===== src/rtl/spi_slave_port.sv =====
// spi_slave_port: SPI mode-0 slave that sends MSB first. The SPI pins are
// oversampled in the clk domain. Received bytes come out with a one-cycle
// strobe. Transmit bytes go through a single-entry valid/ready buffer.
module spi_slave_port #(
  parameter int                    DATA_WIDTH  = 8,
  parameter int                    SYNC_STAGES = 2,
  parameter logic [DATA_WIDTH-1:0] IDLE_FILL   = 8'hFF
) (
  input  logic                  clk,
  input  logic                  rst_n,
  input  logic                  spi_clk,
  input  logic                  spi_mosi,
  input  logic                  spi_nss,
  output logic                  spi_miso,
  input  logic [DATA_WIDTH-1:0] tx_data,
  input  logic                  tx_valid,
  output logic                  tx_ready,
  output logic [DATA_WIDTH-1:0] rx_data,
  output logic                  rx_valid,
  output logic                  busy,
  output logic                  underrun,
  output logic                  frame_err
);

  localparam int                CNT_W    = $clog2(DATA_WIDTH + 1);
  localparam logic [CNT_W-1:0]  FULL_CNT = CNT_W'(DATA_WIDTH);

  typedef enum logic [1:0] {
    IDLE          = 2'd0,
    ACTIVE        = 2'd1,
    WAIT_NSS_HIGH = 2'd2
  } state_t;

  state_t                  state_q, state_d;
  logic [SYNC_STAGES-1:0]  sck_sync, nss_sync, mosi_sync, settle;
  logic                    sck_d, nss_d;
  logic                    sck_s, nss_s, mosi_s, settled;
  logic                    sck_rise, sck_fall, nss_rise, nss_fall;
  logic                    load_tx;
  logic [DATA_WIDTH-1:0]   buf_data, shift_out, rx_shift;
  logic                    buf_full, reload;
  logic [CNT_W-1:0]        bit_cnt;

  assign sck_s    = sck_sync[SYNC_STAGES-1];
  assign nss_s    = nss_sync[SYNC_STAGES-1];
  assign mosi_s   = mosi_sync[SYNC_STAGES-1];
  assign settled  = settle[SYNC_STAGES-1];
  assign sck_rise = sck_s & ~sck_d;
  assign sck_fall = ~sck_s & sck_d;
  assign nss_rise = nss_s & ~nss_d;
  assign nss_fall = ~nss_s & nss_d;
  assign busy     = ~nss_s;
  assign tx_ready = ~buf_full;

  // Synchronizer chains, the edge-detect delay flops and the settle marker.
  // The settle marker stops the reset value of nss being taken for a real
  // sample of the pin.
  always_ff @(posedge clk) begin
    // NOTE: every flop in a clocked block uses non-blocking assignment. All
    // chain stages then sample old values together, so the shift chain
    // behaves correctly.
    if (!rst_n) begin
      sck_sync  <= '0;
      nss_sync  <= '1;
      mosi_sync <= '0;
      sck_d     <= 1'b0;
      nss_d     <= 1'b1;
      settle    <= '0;
    end else begin
      sck_sync  <= {sck_sync[SYNC_STAGES-2:0], spi_clk};
      nss_sync  <= {nss_sync[SYNC_STAGES-2:0], spi_nss};
      mosi_sync <= {mosi_sync[SYNC_STAGES-2:0], spi_mosi};
      sck_d     <= sck_s;
      nss_d     <= nss_s;
      settle    <= {settle[SYNC_STAGES-2:0], 1'b1};
    end
  end

  // State register. After reset, the block waits for nss to go high, so it
  // ignores a frame that was already in progress.
  always_ff @(posedge clk) begin
    if (!rst_n) state_q <= WAIT_NSS_HIGH;
    else        state_q <= state_d;
  end

  // Next-state logic and shift-out load requests.
  always_comb begin
    // NOTE: every output of this block gets a default first. Any path that
    // leaves a signal unassigned would otherwise infer a latch.
    state_d = state_q;
    load_tx = 1'b0;
    case (state_q)
      WAIT_NSS_HIGH: if (settled && nss_s) state_d = IDLE;
      IDLE: begin
        if (nss_fall) begin
          state_d = ACTIVE;
          load_tx = 1'b1;
        end
      end
      ACTIVE: begin
        if (nss_rise)                state_d = IDLE;
        else if (sck_fall && reload) load_tx = 1'b1;
      end
      default: state_d = WAIT_NSS_HIGH;
    endcase
  end

  // Datapath: transmit buffer, shift registers, bit counter, strobes and miso.
  always_ff @(posedge clk) begin
    if (!rst_n) begin
      buf_data  <= '0;
      buf_full  <= 1'b0;
      shift_out <= '0;
      rx_shift  <= '0;
      rx_data   <= '0;
      rx_valid  <= 1'b0;
      bit_cnt   <= '0;
      reload    <= 1'b0;
      underrun  <= 1'b0;
      frame_err <= 1'b0;
      spi_miso  <= 1'b0;
    end else begin
      rx_valid  <= 1'b0;
      underrun  <= 1'b0;
      frame_err <= 1'b0;
      spi_miso  <= (state_q == ACTIVE) ? shift_out[DATA_WIDTH-1] : 1'b0;

      // A load sees the buffer state from before any write in the same cycle.
      // There is no bypass path.
      if (tx_valid && !buf_full) begin
        buf_data <= tx_data;
        buf_full <= 1'b1;
      end else if (load_tx && buf_full) begin
        buf_full <= 1'b0;
      end

      if (load_tx) begin
        if (buf_full) begin
          shift_out <= buf_data;
        end else begin
          shift_out <= IDLE_FILL;
          underrun  <= 1'b1;
        end
        reload <= 1'b0;
      end

      if (state_q == IDLE && nss_fall) bit_cnt <= '0;

      if (state_q == ACTIVE) begin
        if (nss_rise) begin
          // A partial byte is dropped. A pending reload is abandoned, so the
          // buffer keeps its contents.
          if (bit_cnt != '0) frame_err <= 1'b1;
          bit_cnt <= '0;
          reload  <= 1'b0;
        end else begin
          if (bit_cnt == FULL_CNT) begin
            rx_data  <= rx_shift;
            rx_valid <= 1'b1;
            bit_cnt  <= '0;
            reload   <= 1'b1;
          end else if (sck_rise) begin
            rx_shift <= {rx_shift[DATA_WIDTH-2:0], mosi_s};
            bit_cnt  <= bit_cnt + CNT_W'(1);
          end
          if (sck_fall && !reload) shift_out <= {shift_out[DATA_WIDTH-2:0], 1'b0};
        end
      end
    end
  end

endmodule

===== config.mk =====
export PLATFORM = sky130hd
export DESIGN_NAME = spi_slave_port
export DESIGN_NICKNAME = d
export VERILOG_FILES = /design/src/rtl/spi_slave_port.sv
export SDC_FILE = /design/constraint.sdc
export NUM_CORES = 1
export LEC_CHECK = 0
export ABC_CLOCK_PERIOD_IN_PS = 4090
export BUFFER_PORTS_ARGS = -buffer_cell sky130_fd_sc_hd__buf_2
export CORE_ASPECT_RATIO = 0.9
export CORE_MARGIN = 5
export CORE_UTILIZATION = 60
export CTS_CLUSTER_DIAMETER = 30
export DETAILED_ROUTE_END_ITERATION = 8
export HOLD_SLACK_MARGIN = 0.06
export PLACE_DENSITY = 0.91
export SETUP_SLACK_MARGIN = 0.15
export SLEW_MARGIN = 20
export SYNTH_ARGS = -nofsm -noshare
export SYNTH_HDL_FRONTEND = slang
export SYNTH_SLANG_ARGS = --single-unit

===== constraint.sdc =====
create_clock -name clk -period 4.09 [get_ports clk]
set_input_delay 0.2045 -clock clk [delete_from_list [all_inputs] [get_ports clk]]
set_output_delay 0.2045 -clock clk [all_outputs]
set_load 0.05 [all_outputs]

==> impl_metrics.toml <==
[run_status]
status = "finished clean"

[detailed_routing]
via_per_inst = 5.38
drc_errors = 0
dr.pass1.iters = 4
ant_nets = 0
vias = 1561
wl_mm = 3.94
drt_iter0_drc = 115
wire_per_inst_um = 13.6

[floorplanning]
num_rows = 21
die_h_um = 67.9
start_util_pct = 61.2
io_pins = 28
core_um2 = 3650
die-area_um2 = 5040
die_x_um = 74.3

[clock_tree]
cts_resized = 0
cts_sinks = 54
cts.clk_slew.worst_paths_ps = 90
cts_tree = "yes"
cts-htree-levels = 2
cts_made_buffers = 5
clockBufferDepth = 2
hold_buffers = 0
cts_setup_buffers = 0
clkLatencyLatePin_ps = 300
cts_root_buffer = "clkbuf_8"

[pwr]
leakagePower_nw = 1.04
ir_worst_vdd_mv = 0.235
p_per_area_nw_per_um2 = 383

[sta]
fin_hold_ws_ps = 83.6
finalSetupViolations = 0
slew_headroom_pct = 46.8
hold_viol_final = 0
worst_pin_slew_ps = 798
finalCritPeriodShare_pct = 56.6
clock_skew_ps = 10.6
finalCriticalPeriod_ps = 2310
slew_violations = 0
finalSetupTns_ps = 0
grt_setup_unrepaired = "no"
clock.fmax_ghz = 0.432

[worst_setup_path]
crit_end = "bit_cnt[3]"
cp-end-kind = "register"
cp_slowest_stage_delay_ps = 700
regToRegStartpoint = "bit_cnt[0]"
path_depth = 6
worstSetupStartpointType = "register"
cp-startpoint = "bit_cnt[0]"
cp_data_arrival_time_ps = 2520
timing.rr.end = "bit_cnt[3]"
path_cells = "inv_1 > ha_1 > nand3b_1 > nand4bb_1 > or4_1 > o221ai_1"
worstPathRequired_ps = 4290
crit_family = "simple AND/OR/NAND/NOR gates"
cp_max_fo = 12
cpMaxStageDelayCell = "or4_1"
cp_num_buf_inv = 1
reg2regPathDepth = 6
criticalPathCategory = "reg -> reg"
ff2ff_setup_slack_ps = 1780

[place]
dp.final_hpwl_mm = 2.58
port-buffer-count = 27
gp_congestion = 0.773

[global_route]
grt_pass1_vias = 1492
grt_max_degree = 55
antenna_found_initial = 0
grt-ovfl-total = 0
grt_use_total_pct = 16.9
grt_first_pass_wirelength_mm = 6.51

[job]
drv_cap = 0

[yosys]
syn_area_per_cell_um2 = 10.2
synth_nets = 235
synth_flop_cell = "dfxtp_1"
async_flop_share_pct = 0
yosysUniqueCellTypes = 43
syn_area_um2 = 2230
syn-instance-count = 219
ys_seq_elements = 54
yosysSeqAreaShare_pct = 48.4
synth_edf_count = 0
ys_warn_count = 0

[cells_and_area]
antenna_cells = 0
nNetsFinal = 259
drive_gt1_share_pct = 20.5
n_fill_cell = 304
syn2layout_area_growth_pct = 9.92

[min_path]
hold_class = "in -> reg"
holdPathStages = 2
-- cell usage in the layout, fill, tap and decap left out, drive strengths merged, types with 3 or more instances in the layout --
master  instances
and2            7
clkbuf          7
nor2b          17
nand2b          6
nor3b           3
nand2          30
inv             5
nor2           12
nand3           5
o2111a          7
a21oi           5
o21ai           3
mux2i          17
or3             7
dfxtp          54
a21boi          7
buf            28
-- synth_stat cells, types with 2 or more instances --
cell,n,area [um2]
clkbuf_8,2,27.5
nand2b_4,3,41.3
nand2b_1,3,18.8
nor2b_1,16,100
a21oi_1,5,25.0
inv_1,5,18.8
nand3b_1,2,15.0
a21boi_0,7,52.6
nor3_1,2,10.0
dfxtp_1,54,1080
and2_1,7,43.8
or3_2,6,45.0
nand3_1,4,20.0
o21ai_0,3,15.0
nand4_1,2,12.5
nor3b_1,3,22.5
ha_1,2,25.0
nand2_1,30,113
o22ai_1,2,12.5
o2111a_1,7,78.8
mux2i_1,17,170
clkbuf_1,5,18.8
nor2_1,12,45.0
-- state kept, by name (all words and copies together) (netlist names), 2 cells and up --
| signal | count |
|---|---|
| bit_cnt | 4 |
| buf_data | 8 |
| mosi_sync | 2 |
| nss_sync | 2 |
| rx_data | 8 |
| rx_shift | 8 |
| sck_sync | 2 |
| settle | 2 |
| shift_out | 8 |
| state_q | 2 |
-- how the worst min path moves through the flow --
stage | start | end
floorplan | rst_n | settle[0]
global placement | spi_nss | nss_sync[0]
detailed placement | spi_nss | nss_sync[0]
CTS | spi_nss | nss_sync[0]
global route | spi_nss | nss_sync[0]
finish | spi_nss | nss_sync[0]
-- through the flow --
| step | worst slack, ps | cell area (um2) | instances | utilization, % | power [W] |
|---|---|---|---|---|---|
| final | 1780 | 2450 | 290 | 67.2 | 0.000941 |
| after detailed placement | 1850 | 2350 | 282 | 64.3 | 0.000608 |
| after global routing | 1630 | 2450 | 290 | 67.2 | 0.000976 |
| after global placement | 1920 | 2350 | 282 | 64.3 | 0.000606 |
| after floorplan | 2570 | 2230 | 219 | - | 0.000595 |
| after CTS | 1760 | 2450 | 290 | 67.2 | 0.000944 |
-- layer usage --
metal  up-vias  wire (um)  GRT usage, %
li1        799          -             -
met1       736       1810          20.3
met2        21       1960          28.4
met3         5        131          5.29
met4         0         32          6.22
met5         -          0             0
-- cell type report --
class	instances	area, um2	share of cell area (%)
multi-input cells	149	1050	42.7
clock buffers	7	76.3	3.11
flip-flops and latches	54	1080	44.0
well taps	46	57.6	2.34
inverters	5	18.8	0.765
repair buffers	28	143	5.81
clock inverters	1	30.0	1.22
-- power breakdown --
part / internal, W / leakage (nW) / switching, W
Combinational: 0.0000202 / 0.551 / 0.0000282
Clock: 0.000183 / 0.0524 / 0.000163
Sequential: 0.000538 / 0.439 / 0.00000864
-- cells by family (layout without fill, tap and decap cells) --
| group | count (synthesis) | after routing | synth area share (%) |
|---|---|---|---|
| multiplexers | 17 | 17 | 7.62 |
| AO/OA/AOI/OAI | 28 | 28 | 10.6 |
| adder cells (fa/ha/maj) | 3 | 3 | 1.57 |
| buffers and inverters | 16 | 41 | 4.65 |
| flip-flops | 54 | 54 | 48.4 |
| AND/OR/NAND/NOR | 101 | 101 | 27.2 |
No activity file was read; power rests on OpenSTA's default activity.
